**src/rtl/compinput_packer.sv**
```systemverilog
// Byte-stream front end for compressor_top: collects one message, bursts it as 16-byte
// words on consecutive cycles, then waits for a rising Done before taking the next message.
module compinput_packer #(
  parameter int unsigned STRINGSIZE = 88,
  localparam int unsigned NW = (STRINGSIZE + 15) / 16,
  localparam int unsigned LW = $clog2(STRINGSIZE + 1)
) (
  input  logic             clock,
  input  logic             reset,
  input  logic             in_valid,
  output logic             in_ready,
  input  logic [7:0]       in_byte,
  input  logic             in_last,
  output logic             valid,
  output logic [15:0][7:0] CurByte,
  input  logic             Done,
  output logic [LW-1:0]    msg_len,
  output logic             truncated,
  output logic             busy
);

  localparam int unsigned IW = $clog2(NW * 16);

  typedef enum logic [1:0] {StFill, StDrain, StBurst, StWaitDone} stateT;

  stateT            stateQ, stateD;
  logic [LW-1:0]    cntQ, cntD;
  logic             truncQ, truncD;
  logic [LW:0]      wordIdxQ, wordIdxD, emitIdx, numWords;
  logic             validQ, validD;
  logic [15:0][7:0] curByteQ, curByteD;
  logic             inReadyQ, busyQ, doneQ;
  logic [LW-1:0]    msgLenQ;
  logic             accept, wrEn, emit;
  logic [LW+4:0]    pos;
  logic [7:0]       buffer [NW*16];

  assign accept   = in_valid && inReadyQ;
  assign numWords = ({1'b0, cntQ} + (LW+1)'(15)) >> 4;

  always_comb begin
    stateD   = stateQ;
    cntD     = cntQ;
    truncD   = truncQ;
    wordIdxD = wordIdxQ;
    validD   = validQ;
    curByteD = curByteQ;
    wrEn     = 1'b0;
    emit     = 1'b0;
    emitIdx  = wordIdxQ;
    pos      = '0;

    unique case (stateQ)
      StFill: begin
        if (accept) begin
          wrEn = 1'b1;
          cntD = cntQ + LW'(1);
          if (in_last) begin
            stateD  = StBurst;
            emit    = 1'b1;
            emitIdx = '0;
          end else if (cntQ + LW'(1) == LW'(STRINGSIZE)) begin
            truncD = 1'b1;
            stateD = StDrain;
          end
        end
      end
      StDrain: begin
        if (accept && in_last) begin
          stateD  = StBurst;
          emit    = 1'b1;
          emitIdx = '0;
        end
      end
      StBurst: begin
        if (wordIdxQ < numWords) begin
          emit = 1'b1;
        end else begin
          validD = 1'b0;
          stateD = StWaitDone;
        end
      end
      StWaitDone: begin
        if (Done && !doneQ) begin
          stateD = StFill;
          cntD   = '0;
          truncD = 1'b0;
        end
      end
      default: stateD = StFill;
    endcase

    // Padding comes purely from the count compare; stale buffer bytes are masked.
    // The final byte of a message is written on the same edge word 0 launches, so bypass it.
    if (emit) begin
      validD   = 1'b1;
      wordIdxD = emitIdx + (LW+1)'(1);
      for (int k = 0; k < 16; k++) begin
        pos = {emitIdx, 4'(k)};
        if (pos < {5'b0, cntD}) begin
          if (wrEn && pos == {5'b0, cntQ}) curByteD[k] = in_byte;
          else                             curByteD[k] = buffer[IW'(pos)];
        end else begin
          curByteD[k] = 8'h00;
        end
      end
    end
  end

  always_ff @(posedge clock) begin
    if (reset) begin
      stateQ   <= StFill;
      cntQ     <= '0;
      truncQ   <= 1'b0;
      wordIdxQ <= '0;
      validQ   <= 1'b0;
      curByteQ <= '0;
      inReadyQ <= 1'b0;
      busyQ    <= 1'b0;
      msgLenQ  <= '0;
      doneQ    <= 1'b0;
    end else begin
      stateQ   <= stateD;
      cntQ     <= cntD;
      truncQ   <= truncD;
      wordIdxQ <= wordIdxD;
      validQ   <= validD;
      curByteQ <= curByteD;
      inReadyQ <= (stateD == StFill) || (stateD == StDrain);
      busyQ    <= (stateD == StBurst) || (stateD == StWaitDone);
      msgLenQ  <= (cntD > LW'(STRINGSIZE)) ? LW'(STRINGSIZE) : cntD;
      doneQ    <= Done;
    end
  end

  always_ff @(posedge clock) begin
    if (wrEn) buffer[IW'(cntQ)] <= in_byte;
  end

  assign in_ready  = inReadyQ;
  assign valid     = validQ;
  assign CurByte   = curByteQ;
  assign msg_len   = msgLenQ;
  assign truncated = truncQ;
  assign busy      = busyQ;

endmodule

```
**config.mk**
```make
export PLATFORM = sky130hd
export DESIGN_NAME = compinput_packer
export DESIGN_NICKNAME = d
export VERILOG_FILES = /design/src/rtl/compinput_packer.sv
export SDC_FILE = /design/constraint.sdc
export NUM_CORES = 1
export LEC_CHECK = 0
export BUFFER_PORTS_ARGS = -buffer_cell sky130_fd_sc_hd__buf_2
export CAP_MARGIN = 15
export CORE_ASPECT_RATIO = 0.8
export CORE_MARGIN = 1.5
export CORE_UTILIZATION = 55
export CTS_BUF_LIST = sky130_fd_sc_hd__clkbuf_2 sky130_fd_sc_hd__clkbuf_4 sky130_fd_sc_hd__clkbuf_8
export CTS_CLUSTER_DIAMETER = 150
export DETAILED_ROUTE_END_ITERATION = 12
export GPL_TIMING_DRIVEN = 0
export PLACE_DENSITY = 0.8
export SYNTH_ARGS = -nofsm -noshare
export SYNTH_HDL_FRONTEND = slang
export SYNTH_SLANG_ARGS = --single-unit
export TNS_END_PERCENT = 30
```
**constraint.sdc**
```tcl
create_clock -name clock -period 10.05 [get_ports clock]
set_input_delay 0.5025 -clock clock [delete_from_list [all_inputs] [get_ports clock]]
set_output_delay 0.5025 -clock clock [all_outputs]
set_load 0.01 [all_outputs]
```
; ---- Word-level counts from Yosys, hierarchy flattened
; Memories as Yosys holds them, arrays and structs flattened.
; Cells that the tools add are included.
[word_totals]
regBits = 157
mem_bits_rw = 768
inputBits = 13
out_inout_bits = 139
wordCells = 169
n_memories = 1
[op_classes]
n_addsub = 3
order_cmp = 18
eq_ne = 28
n_mux = 64
reduce_logical = 29
[mem_list]
columns = memory, words, word_bits, read_ports, rd_ports_with_merged_regs, write_ports, line
row1 = buffer, 96, 8, 16, 0, 1, 36  ; logic [7:0] buffer [NW*16];
[op_table]
columns = op, n
row1 = $mux W8, 35
row2 = $eq A12 B7 Y1, 16
row3 = $lt A12 B7 Y1, 16
row4 = $mux W7, 3
row5 = $logic_and A1 B1 Y1, 19
row6 = $pmux W8 S2, 1
row7 = $mux W1, 15
row8 = $pmux W7 S2, 1
row9 = $mux W2, 6
row10 = $ne A2 B2 Y1 const B, 5
row11 = $add A7 B4 Y8 const B, 1
row12 = $add A8 B1 Y8 const B, 1
row13 = $eq A2 B2 Y1 const B, 4
row14 = $lt A8 B4 Y1, 1
row15 = $pmux W2 S4, 1
row16 = $add A7 B1 Y7 const B, 1
row17 = $eq A7 B7 Y1 const B, 1
row18 = $gt A7 B7 Y1 const B, 1
row19 = $reduce_and A5 Y1, 1
row20 = $eq A2 B1 Y1 const B, 2
row21 = $logic_not A2 Y1, 2
row22 = $reduce_bool A2 Y1, 2
row23 = $pmux W1 S3, 1
row24 = $logic_or A1 B1 Y1, 2
row25 = other kinds (4), 4

; ---- Longest topological paths before layout
[logic_depth]
depth_word = 8
mapped_depth = 15
ltp_nobuf = 11

; ---- Least setup slack after synthesis
; OpenSTA, ideal clock, no wires.
[synth_timing]
path_type = reg2reg
startpoint = register stateQ[1]
endpoint = register curByteQ (netlist bit CurByte[32])
setup_ns = 0.071
t_arrival_ns = 3.190
required_ns = 9.979
path_slack_ns = 6.789
path_stages_with_launch = 15
path_buffers = 5
period_less_slack_ns = 3.261
cell_sequence = dfxtp_1 inv_1 ha_1 buf_2 o2111a_2 buf_2 buf_1 clkbuf_1 nor2_1 ha_1 a21o_1 a211oi_4 buf_4 o211ai_2 o2bb2ai_1
[synth_via]
elab_chain_cells = 6
elab_cells_between_ends = 14
cone_classes = 1 x order compare / 4 x eq/ne / 6 x mux / 2 x reduce/logical / 1 x memory
[synth_rtl]
columns = item, line
row1 = "start, declared", 26  ; stateT stateQ, stateD;
row2 = "start signal, assigned", 112  ; stateQ <= StFill;
row3 = "start signal, assigned", 123  ; stateQ <= stateD;
row4 = branches (longest 6 deep; another with $mem_v2 Z96 W8), n/a
row5 = "end signal, assigned", 128  ; curByteQ <= curByteD;
row6 = "end, declared", 31  ; logic [15:0][7:0] curByteQ, curByteD;
; Parallel ways; which one is timed is not known.
; A chain may end at the register's enable or synchronous reset.

; ---- Final worst setup path
[layout_timing]
startpoint = register stateQ[1]
endpoint = register curByteQ (netlist bit CurByte[67])
; Same word-level chain as after synthesis.

==> impl_metrics.yaml <==
detailed_routing:
  drc: 0
  drt_wl_total_um: 118000
  postRouteAntennaNets: 0
  routedWlPerCell_um: 29.0
  vias: 26967
  drt_pass1_iterations: 6
  drt_iter0_drc: 4005
  viasPerCell: 6.61
power:
  p_leak_nw: 15.1
  power.density_mw_per_mm2: 177
  vdd.ir_drop.worst_v: 0.000127
global_route:
  first_global_vias: 26347
  overflow: 0
  grt_antenna_before_repair: 3
  grt_pass1_wl_um: 171000
  grt_max_degree: 102
  gr-usage-all-layers: 0.327
setup_path:
  startpoint_type: "flop"
  crit_family: "buffers and inverters"
  regToRegStartpoint: "stateQ[1]$_SDFF_PP0_"
  cp_cell_sequence: "inv_1, ha_1, buf_2, o2111a_2, buf_2, buf_1, clkbuf_1, nor2_1, ha_1, nand3_1, or2_2, o211ai_1, o2bb2ai_1"
  critPathMaxFanout: 10
  slowest_stage: "o211ai_1"
  worstSetupPathType: "flop to flop"
  critPathMaxStageDelay_ns: 0.93
  cp.arrival_ns: 6.07
  cp-end-kind: "flop"
  crit_start: "stateQ[1]$_SDFF_PP0_"
  cp.required_ns: 10.69
  worst-path-buf-inv: 5
floorplan:
  dieHeight_um: 241
  io_pins: 152
  rows: 86
  die_area_mm2: 0.0723
  start_util: 0.560
  fp.dieW_um: 300
  core-area_mm2: 0.0694
hold_path:
  min-delay-start: "reset"
  min-delay-path-class: "primary input to flop"
clock_tree:
  clk_root_buffer_cell: "clkbuf_8"
  cts_tree: "built"
  cts_setup_buffers: 0
  clkSinkCount: 925
  htree_levels: 4
  clk-insertion-delay-late_ns: 0.82
  clockBufferDepth: 3
  numCtsBuffers: 141
  clk_pin_slew_ns: 0.06
finish:
  fillers: 5067
  post_route_cells_drive_above_1_share: 0.202
  final_cells: 4078
  num-nets-final: 3071
  syn_to_final_growth_pct: 13.2
logic_synthesis:
  synth_top_area_frac: 0.593
  syn_area_per_cell_um2: 14.2
  ys_ff_latch: 925
  yosys_warnings: 0
  synth_area_leader_cell: "edfxtp_1"
  ys_seq_area_frac: 0.674
  synth_enable_flop_cells: 768
  synthFlopType: "edfxtp_1"
  synth_async_sr_flop_share: 0
  synth_cell_types: 77
  postSynthCellCount: 2733
  synthTopCellsByArea: "edfxtp_1 59%, dfxtp_1 8.1%, mux2i_1 6.6%"
  synthesis.nets: 2765
  synth_commonest_cells: "768 x edfxtp_1, 305 x a21oi_1, 255 x mux2i_1"
  yosysMostFrequentCell: "edfxtp_1"
  syn_area_mm2: 0.0389
placed_design:
  dp.cells: 3817
  gp_congestion: 0.992
  port_buffers: 149
  pre_cts_ws_ns: 4.83
  hpwl_um: 80100
timing:
  slew_violations: 0
  worst_slack_ns: 4.63
  max_freq_mhz: 184
  fin_crit_ns: 5.42
  whs_ns: 0.127
  setup_viol: 0
  slew_headroom: 0.148
  fin_setup_tns_ns: 0
  final_hold_viol_count: 0
  skew_ns: 0.0476
  rsz0062_at_grt: "no"
  period_share: 0.540
  tightest_slew_ns: 1.28
outcome:
  outcome: "finished, final reports clean"
run:
  maxCapViolations: 0
-- metal layers --
layer  part of all wire  vias up  track usage
met5             0.0010        -            0
met4              0.044        2        0.157
met3               0.14      342        0.110
met2               0.43     2114        0.469
met1               0.38    13216        0.451
li1                   -    11293            -
-- cell type report --
class | count | area [um^2] | area share
plain buffers | 202 | 867 | 0.0197
inverters | 19 | 71.3 | 0.00162
well taps | 924 | 1160 | 0.0263
flip-flops and latches | 925 | 26200 | 0.595
repair buffers | 163 | 1080 | 0.0245
clock inverters | 36 | 277 | 0.00628
clock buffers | 219 | 2630 | 0.0596
multi-input cells | 1587 | 11700 | 0.267
diodes | 3 | 7.51 | 0.000170
-- state kept, by name (all words and copies together) (netlist names) --
register and count:
buffer 768, CurByte 128, wordIdxQ 8, cntQ 7, msg_len 7, stateQ 2
busy 1, doneQ 1, in_ready 1, truncated 1, valid 1
-- layout by cell type, fill, tap and decap left out, types with 96 or more instances in the layout --
master / instances
nand2_1: 96
nand3_1: 109
a21oi_1: 305
o2bb2ai_1: 129
dfxtp_1: 157
clkbuf_8: 157
mux2i_1: 255
mux2_2: 106
edfxtp_1: 768
nor2_1: 230
clkbuf_1: 127
buf_2: 191
-- repair_timing --
action,4_1_cts,5_1_grt
resized for setup,0,0
hold endpoints to repair,3,0
hold buffers,2,0
-- kinds of logic (layout without fill, tap and decap cells) --
logic type | Yosys count | in the layout | synth area share
flip-flops | 925 | 925 | 0.674
AO/OA/AOI/OAI | 673 | 673 | 0.124
AND/OR/NAND/NOR | 500 | 500 | 0.0574
multiplexers | 390 | 390 | 0.113
buffers and inverters | 221 | 639 | 0.0241
adder cells (fa/ha/maj) | 19 | 19 | 0.00611
XOR/XNOR | 5 | 5 | 0.00113
other | 0 | 3 | 0
-- path summary, 6_finish.rpt --
path / endpoint / slack [ns] / depth (start not counted)
max reg2reg: CurByte[67]$_SDFFE_PP0P_ / 4.63 / 13
min: doneQ$_SDFF_PP0_ / 0.13 / 2
max: CurByte[67]$_SDFFE_PP0P_ / 4.63 / 13
min reg2reg: CurByte[78]$_SDFFE_PP0P_ / 0.46 / 1
-- worst register-to-register path: stages (launching register included) --
cell and delay (ns):
dfxtp_1 0.38, inv_1 0.14, ha_1 0.15, buf_2 0.21, o2111a_2 0.31, buf_2 0.31
buf_1 0.76, clkbuf_1 0.74, nor2_1 0.23, ha_1 0.39, nand3_1 0.16, or2_2 0.36
o211ai_1 0.93, o2bb2ai_1 0.22
-- power by group --
group / internal, mW / switching, mW / total [mW]
registers: 4.15 / 0.00540 / 4.16
clock network: 1.73 / 1.49 / 3.22
logic: 0.121 / 0.286 / 0.407
total: 6.00 / 1.78 / 7.78
-- stage by stage --
stage                util  area (um^2)  total power, mW
floorplan               -        38900             4.45
global placement    0.588        40800             4.61
detailed placement  0.592        41100             4.63
CTS                 0.634        44000             7.76
global route        0.634        44000             7.96
finish              0.634        44000             7.78
Power figures use the tool's default switching activity.
